### config.mk
export PLATFORM = sky130hd
export DESIGN_NAME = tls_phase_monitor
export DESIGN_NICKNAME = d
export VERILOG_FILES = /design/src/rtl/tls_pkg.sv /design/src/rtl/tls_phase_timer.sv /design/src/rtl/tls_phase_monitor.sv
export SDC_FILE = /design/constraint.sdc
export NUM_CORES = 1
export LEC_CHECK = 0
export CAP_MARGIN = 0
export CORE_MARGIN = 2
export CORE_UTILIZATION = 40
export DETAILED_ROUTE_END_ITERATION = 10
export GPL_TIMING_DRIVEN = 0
export PLACE_DENSITY = 0.63
export SETUP_SLACK_MARGIN = 0.1
export SLEW_MARGIN = 20
export SYNTH_ARGS = -nofsm -noshare
export SYNTH_HDL_FRONTEND = slang
export SYNTH_SLANG_ARGS = --single-unit
### constraint.sdc
create_clock -name clk -period 2.1 [get_ports clk]
set_input_delay 0.42 -clock clk [delete_from_list [all_inputs] [get_ports clk]]
set_output_delay 0.42 -clock clk [all_outputs]
set_load 0.02 [all_outputs]
### src/rtl/tls_pkg.sv
// Shared phase encodings and helpers for the traffic-light phase monitor.
package tls_pkg;

    // Same codes as the controller's state register
    typedef enum logic [1:0] {
        PH_G    = 2'b00,
        PH_Y    = 2'b01,
        PH_R    = 2'b10,
        PH_IDLE = 2'b11
    } phase_t;

    localparam int unsigned TW_DEF = 4;
    localparam int unsigned RW_DEF = 8;

    // Programmed time 0 means a full wrap of the controller's TW-bit counter
    function automatic int unsigned exp_of(input int unsigned t, input int unsigned tw);
        return (t == 0) ? (32'd1 << tw) : t;
    endfunction

endpackage

### src/rtl/tls_phase_timer.sv
// Counts non-Stop cycles of the current lamp phase and remembers whether
// a Jump was seen while the phase was one that Jump may cut short.
module tls_phase_timer
    import tls_pkg::*;
#(
    parameter int unsigned TW = TW_DEF
) (
    input  logic          clk,
    input  logic          reset,
    input  logic          clear,
    input  logic          load,
    input  logic          advance,
    input  logic          stop,
    input  logic          jump,
    input  logic          jump_ok,
    output logic [TW:0]   cnt,
    output logic          jump_seen
);

    // clear on Set, reload on a phase change, otherwise count the held phase
    always_ff @(posedge clk or negedge reset) begin
        if (!reset) begin
            cnt       <= '0;
            jump_seen <= 1'b0;
        end else if (clear) begin
            cnt       <= '0;
            jump_seen <= 1'b0;
        end else if (load) begin
            cnt       <= stop ? '0 : (TW+1)'(1);
            jump_seen <= jump & jump_ok;
        end else if (advance) begin
            if (!stop && (cnt != '1))
                cnt <= cnt + (TW+1)'(1);
            if (jump && jump_ok)
                jump_seen <= 1'b1;
        end
    end

endmodule

### src/rtl/tls_phase_monitor.sv
// Lamp-side observer for the traffic-light controller: tracks the phase
// sequence, measures each phase and flags sequence/duration/lamp errors.
module tls_phase_monitor
    import tls_pkg::*;
#(
    parameter int unsigned TW = TW_DEF,
    parameter int unsigned RW = RW_DEF
) (
    input  logic          clk,
    input  logic          reset,
    input  logic          Set,
    input  logic          Stop,
    input  logic          Jump,
    input  logic [TW-1:0] Gin,
    input  logic [TW-1:0] Yin,
    input  logic [TW-1:0] Rin,
    input  logic          G_lamp,
    input  logic          Y_lamp,
    input  logic          R_lamp,
    output logic          phase_done,
    output logic [1:0]    last_phase,
    output logic [TW:0]   last_dur,
    output logic          last_jump,
    output logic          seq_err,
    output logic          dur_err,
    output logic          lamp_err,
    output logic [RW-1:0] round_cnt
);

    phase_t          phase;
    phase_t          obs;
    logic [TW-1:0]   g_time, y_time, r_time;
    logic [TW:0]     cnt;
    logic [TW:0]     exp_old;
    logic            jump_seen;
    logic            one_hot;
    logic            active;
    logic            changed;
    logic            advance;
    logic            legal;
    logic            jump_ok;

    // Decode the lamps and classify this cycle
    always_comb begin
        one_hot = (G_lamp & ~Y_lamp & ~R_lamp) |
                  (~G_lamp & Y_lamp & ~R_lamp) |
                  (~G_lamp & ~Y_lamp & R_lamp);
        obs     = G_lamp ? PH_G : (Y_lamp ? PH_Y : PH_R);
        active  = (phase != PH_IDLE) && !Set;
        changed = active && one_hot && (obs != phase);
        advance = active && one_hot && (obs == phase);
        // Jump only matters for the phase being entered or held, and only in G/Y
        jump_ok = changed ? (obs != PH_R) : ((phase == PH_G) || (phase == PH_Y));
    end

    // Expected duration and transition legality for the phase being left
    always_comb begin
        exp_old = '0;
        case (phase)
            PH_G:    exp_old = (TW+1)'(exp_of(32'(g_time), TW));
            PH_Y:    exp_old = (TW+1)'(exp_of(32'(y_time), TW));
            PH_R:    exp_old = (TW+1)'(exp_of(32'(r_time), TW));
            default: exp_old = '0;
        endcase
        legal = 1'b0;
        if (phase == PH_G && obs == PH_Y)
            legal = 1'b1;
        else if (phase == PH_Y && obs == PH_R)
            legal = 1'b1;
        else if (phase == PH_R && obs == PH_G)
            legal = 1'b1;
        else if (phase == PH_G && obs == PH_R)
            legal = jump_seen;
    end

    tls_phase_timer #(.TW(TW)) u_timer (
        .clk       (clk),
        .reset     (reset),
        .clear     (Set),
        .load      (changed),
        .advance   (advance),
        .stop      (Stop),
        .jump      (Jump),
        .jump_ok   (jump_ok),
        .cnt       (cnt),
        .jump_seen (jump_seen)
    );

    // Phase FSM, completion report, sticky errors and round counter
    always_ff @(posedge clk or negedge reset) begin
        if (!reset) begin
            phase      <= PH_IDLE;
            g_time     <= '0;
            y_time     <= '0;
            r_time     <= '0;
            phase_done <= 1'b0;
            last_phase <= '0;
            last_dur   <= '0;
            last_jump  <= 1'b0;
            seq_err    <= 1'b0;
            dur_err    <= 1'b0;
            lamp_err   <= 1'b0;
            round_cnt  <= '0;
        end else begin
            phase_done <= 1'b0;
            if (Set) begin
                g_time    <= Gin;
                y_time    <= Yin;
                r_time    <= Rin;
                phase     <= PH_G;
                seq_err   <= 1'b0;
                dur_err   <= 1'b0;
                lamp_err  <= 1'b0;
                round_cnt <= '0;
            end else if (active) begin
                if (!one_hot) begin
                    lamp_err <= 1'b1;
                end else if (changed) begin
                    phase_done <= 1'b1;
                    last_phase <= phase;
                    last_dur   <= cnt;
                    last_jump  <= jump_seen;
                    if (!legal)
                        seq_err <= 1'b1;
                    if (!jump_seen && (cnt != exp_old))
                        dur_err <= 1'b1;
                    if (phase == PH_R && obs == PH_G)
                        round_cnt <= round_cnt + RW'(1);
                    phase <= obs;
                end
            end
        end
    end

endmodule

### After elaboration in Yosys (flattened, before gate mapping)

Index checks and enable logic that the tools add are counted.

| storage, ports and cells | value |
|---|---|
| bits in registers | 40 |
| bits in latches | 0 |
| RAM bits | 0 |
| memory bits (read-only) | 0 |
| bits of input ports | 20 |
| logic and storage cells | 123 |
| memories kept | 0 |

| operators by class | value |
|---|---|
| $add $sub $neg | 2 |
| $mul | 0 |
| divide/modulo/power cells | 0 |
| magnitude comparators | 0 |
| equal/unequal tests | 12 |
| shifts and indexed selects | 0 |
| mux-type cells | 46 |
| bitwise operators | 13 |
| reduce and logical (&&, ||, !) cells | 36 |

Operator list:

| operator | number |
|---|---|
| 8-bit two-way mux | 5 |
| 5-bit two-way mux | 7 |
| 1-bit two-way mux | 27 |
| 4-bit AND reduction | 4 |
| 5-bit one-hot mux with 3 select lines | 1 |
| 4-bit logical NOT | 3 |
| 2-bit two-way mux | 6 |
| 1-bit logical AND | 11 |
| 2-bit nonzero test | 5 |
| 3-bit nonzero test | 3 |
| 8-bit by 1-bit adder with 8-bit output (second input constant) | 1 |
| 2-bit != test (second input constant) | 4 |
| 1-bit AND | 7 |
| 2-bit AND reduction | 3 |
| 5-bit by 1-bit adder with 5-bit output (second input constant) | 1 |
| 5-bit != test | 1 |
| 5-bit != test (second input constant) | 1 |
| 2-bit by 1-bit equality test with 1-bit output (second input constant) | 2 |
| 2-bit equality test (second input constant) | 2 |
| 2-bit logical NOT | 2 |
| 1-bit NOT | 4 |
| 1-bit logical NOT | 3 |
| 3-bit AND reduction | 1 |
| 2-bit equality test | 1 |
| other kinds (3) | 4 |

### Depth between registers and ports, before layout

Gate-level depths: netlist (run 1).

| logic depth | value |
|---|---|
| word-level depth | 13 |
| mapped depth | 7 |

### Cells and area by module

From an unflattened synthesis (run 1), not the netlist that was laid out.

| unflattened totals | value |
|---|---|
| cells, all modules | 196 |
| area, all modules | 2129.5 sq um |

By module, submodules not included:

| module | times used | cells an instance | area each (sq um) | sequential area each (sq um) |
|---|---|---|---|---|
| tls_phase_monitor | 1 | 167 | 1799.2 | 853.3 |
| tls_phase_timer | 1 | 29 | 330.3 | 150.1 |

### Least setup slack after synthesis (run 1)

OpenSTA, ideal clock, no wires.

| timing | value |
|---|---|
| kind | register -> register |
| from | register phase[1] |
| to | register last_dur[0] |
| setup time | 0.125 ns |
| data arrival time | 1.724 ns |
| data required time | 1.975 ns |
| path slack | 0.251 ns |
| stages on the path, launching flop included | 6 |
| buffers on the path | 0 |
| clock period less this slack | 1.849 ns |
| path through | dfstp_2 -> nor2b_4 -> nor3b_4 -> a211oi_4 -> nor2_8 -> mux2_2 |

| on the way | value |
|---|---|
| word-level cells in the longest chain between the ends | 5 |

Ends and longest elaborated chain:

| what | line | text |
|---|---|---|
| from (decl) | tls_phase_monitor.sv:30 | `phase_t phase;` |
| from (signal assigned) | tls_phase_monitor.sv:129 | `phase <= obs;` |
| 2-bit != test | tls_phase_monitor.sv:49 | `active = (phase != PH_IDLE) && !Set;` |
| 1-bit logical AND | tls_phase_monitor.sv:49 |  |
| 1-bit logical AND (2 in a row) | tls_phase_monitor.sv:50 | `changed = active && one_hot && (obs != phase);` |
| 4-bit AND reduction (no source line) (*) | - |  |
| to (signal assigned) | tls_phase_monitor.sv:121 | `last_dur <= cnt;` |
| to (decl) | tls_phase_monitor.sv:22 | `output logic [TW:0] last_dur,` |

Every way passes the cells marked *; elsewhere a longest branch is shown, timed or not.
A chain may end at the register's enable or synchronous reset.

### Final worst setup path (run 1)

| timing | value |
|---|---|
| from | register phase[1] |
| to | register last_jump |

| on the way | value |
|---|---|
| word-level cells in the longest chain between the ends | 5 |

Ends and longest elaborated chain:

| what | line | text |
|---|---|---|
| 2-bit != test | tls_phase_monitor.sv:49 |  |
| 1-bit logical AND | tls_phase_monitor.sv:49 |  |
| 1-bit logical AND (2 in a row) | tls_phase_monitor.sv:50 |  |
| 4-bit AND reduction (no source line) (*) | - |  |
| to (signal assigned) | tls_phase_monitor.sv:122 | `last_jump <= jump_seen;` |
| to (decl) | tls_phase_monitor.sv:23 | `output logic last_jump,` |

Marks and branches as above.

==> results of run 1 <==
[cell type report]
class,instances,share of cell area
sequential,40,0.381
multi-input combinational,128,0.375
timing repair buffer,38,0.144
tap,70,0.0332
clock buffer,6,0.0275
buffer,10,0.0237
clock inverter,2,0.0133
inverter,1,0.00142
[through the flow]
| step | cell area, µm² | total power, mW |
|---|---|---|
| after global placement | 2490 | 1.18 |
| after global routing | 2640 | 1.88 |
| after floorplan | 2050 | 1.06 |
| final | 2640 | 1.79 |
| after CTS | 2620 | 1.81 |
| after detailed placement | 2500 | 1.19 |
[cell usage after synthesis (all sizes together), types with 2 or more instances]
cell type,n
a211oi,2
a21oi,7
a2bb2oi,2
and3,3
buf,8
clkbuf,2
dfrtp,38
dfstp,2
ha,3
mux2,20
mux2i,7
nand2,8
nand2b,4
nand3,3
nand3b,2
nand4,3
nor2,21
nor2b,2
nor4b,2
o2111ai,3
o21ai,7
o31ai,2
xnor2,6
xor2,9
[worst min path at each step]
stage                startpoint     endpoint  slack [ns]
floorplan                 reset      dur_err        0.12
global placement    last_dur[0]  last_dur[0]        0.49
detailed placement        reset    y_time[2]        0.37
CTS                       reset    y_time[2]        0.05
global route              reset    y_time[2]        0.06
finish                    reset    y_time[2]        0.05
[layer usage]
| metal | vias up | routed length, µm | global-route usage |
|---|---|---|---|
| met5 | - | 0 | 0 |
| met4 | 0 | 46 | 0.0565 |
| met3 | 6 | 246 | 0.0410 |
| met2 | 45 | 2020 | 0.259 |
| met1 | 743 | 2080 | 0.253 |
| li1 | 729 | - | - |
[sequential cells by signal, summed over array words and instances, names as in the netlist]
register / flops
last_dur: 5
lamp_err: 1
r_time: 4
last_phase: 2
g_time: 4
phase: 2
round_cnt: 8
u_timer.cnt: 5
y_time: 4
dur_err: 1
u_timer.jump_seen: 1
last_jump: 1
phase_done: 1
seq_err: 1
[power breakdown]
group	total (mW)	internal, mW	switching (mW)
logic	0.311	0.161	0.150
registers	0.864	0.823	0.0415
clock network	0.612	0.353	0.260
[cells in the final DEF, fill, tap and decap left out, types with 4 or more instances in the layout]
cell             count
o21ai_0              7
nand2_1              8
nand2b_1             4
dfrtp_1             37
mux2i_1              7
clkbuf_8             5
a21oi_1              7
xnor2_1              6
nor2_1              19
clkdlybuf4s50_1     34
mux2_2              20
xor2_1               9
[cell families (layout without fill, tap and decap cells)]
family          count (synthesis)  after routing  share of synthesized area
compound gates                 30             30                      0.107
mux                            27             27                      0.144
buf+inv                        11             57                     0.0311
xor+xnor                       15             15                     0.0641
flops                          40             40                      0.490
fa+ha+maj                       3              3                     0.0183
simple gates                   53             53                      0.146
[what timing repair did]
item / 4_1_cts / 5_1_grt
hold buffers: 0 / 0
buffers inserted: 1 / 1
endpoints found under the setup margin: 8 / 3
pin swaps: 0 / 1
gates resized for setup: 0 / 4
==> impl_metrics.yaml, run 1 <==
status:
  status: "completed"
detailed_routing:
  drc_errors: 0
  postRouteWirelength_mm: 4.38
  dr.pass1.iters: 4
  via_per_inst: 5.16
  vias: 1523
  wl_per_cell_um: 14.9
  ant_nets: 0
  first_iter_violations: 166
synth:
  yosysWarnings: 0
  yosysTopAreaCell: "dfrtp_1"
  synth-seq-cells: 40
  synth_top_flop_cell: "dfrtp_1"
  syn_area_um2: 2050
  synthArstFlopShare: 1.00
  yosys-top-cells-area: "dfrtp_1 (46%), mux2_2 (11%), xor2_1 (3.8%)"
  synth_edf_count: 0
  synth_area_per_cell_um2: 11.4
  synth_cell_types: 44
  yosysSeqAreaShare: 0.490
  syn_inst: 179
  syn-num-nets: 202
  synth_top_area_share: 0.464
placed_design:
  hpwl_mm: 3.17
  io_buffers: 35
  dp.cells: 285
  pre_cts_ws_ns: -0.0242
  gp_congestion: 0.783
setup_path:
  setup.worst_path.end: "last_jump"
  critPathLaunchType: "flip-flop"
  reg2reg_from: "phase[1]"
  slowest_stage: "dfstp_2"
  cp_max_fo: 9
  worstSetupPathType: "reg -> reg"
  cp-end-kind: "flip-flop"
  arrival_ns: 2.03
  worst-r2r-cell-count: 5
  rrSetupSlack_ns: 0.24
  critPathMaxStageDelay_ns: 0.57
  crit_chain: "nor2b_4, nor3b_4, a211oi_4, nor2_8, mux2_2"
  r2r-end: "last_jump"
  cp.required_ns: 2.28
  path_depth: 5
  critPathTopFamily: "simple AND/OR/NAND/NOR gates"
  startpoint: "phase[1]"
  path_buf_inv: 0
timing:
  finalCriticalPeriod_ns: 1.86
  drv_slew: 0
  tns_ns: 0
  timing.hold.ws_ns: 0.0461
  period_share: 0.885
  tightestPinTransition_ns: 0.554
  hold_viol: 0
  fmax_ghz: 0.538
  final-setup-viol-count: 0
  finClkSkew_ns: 0.00258
  maxSlewHeadroom: 0.631
  rsz0062_at_grt: "no"
  fin_ws_ns: 0.242
global_routing:
  grt_pass1_vias: 1484
  antenna_found_initial: 0
  grt_max_degree: 26
  grtUsageTotal: 0.175
  overflow: 0
  grt_pass1_wl_mm: 7.33
cells_and_area:
  antenna-diode-count: 0
  multi_input_area_um2: 990
  fin_nets: 247
  fin_cells: 295
  fill_cells: 467
  seqCellArea_um2: 1000
  drive_gt1_frac: 0.213
  fin_util: 0.526
  area_delta_synth_final_pct: 28.6
clocking:
  cts_tree: "built"
  cts_buffers: 5
  cts.sinks: 40
  htree_num_levels: 2
  clock_path_buffers: 2
  clkSlewWorstSetupHoldPaths_ns: 0.07
  cts_root_buffer: "clkbuf_8"
  worstSkewPairLatency_ns: 0.29
min_path:
  hold_class: "in -> async"
floorplan:
  ioPinCount: 40
  chipWidth_um: 75.6
  start_util: 0.409
  rows: 26
  die_y_um: 75.6
  die-area_um2: 5710
  core-area_um2: 5010
job:
  cap_violations: 0
power_and_ir_drop:
  power_density_nw_per_um2: 678
  vdd_drop_max_uv: 470
  leakagePower_nw: 1.12
No activity file was read; power rests on OpenSTA's default activity.
==> run 2: changes to the inputs <==
Settings changed: CTS_CLUSTER_SIZE set to 40.
==> results of run 2 <==
No change in the layout: final DEF, timing and power equal those of run 1.
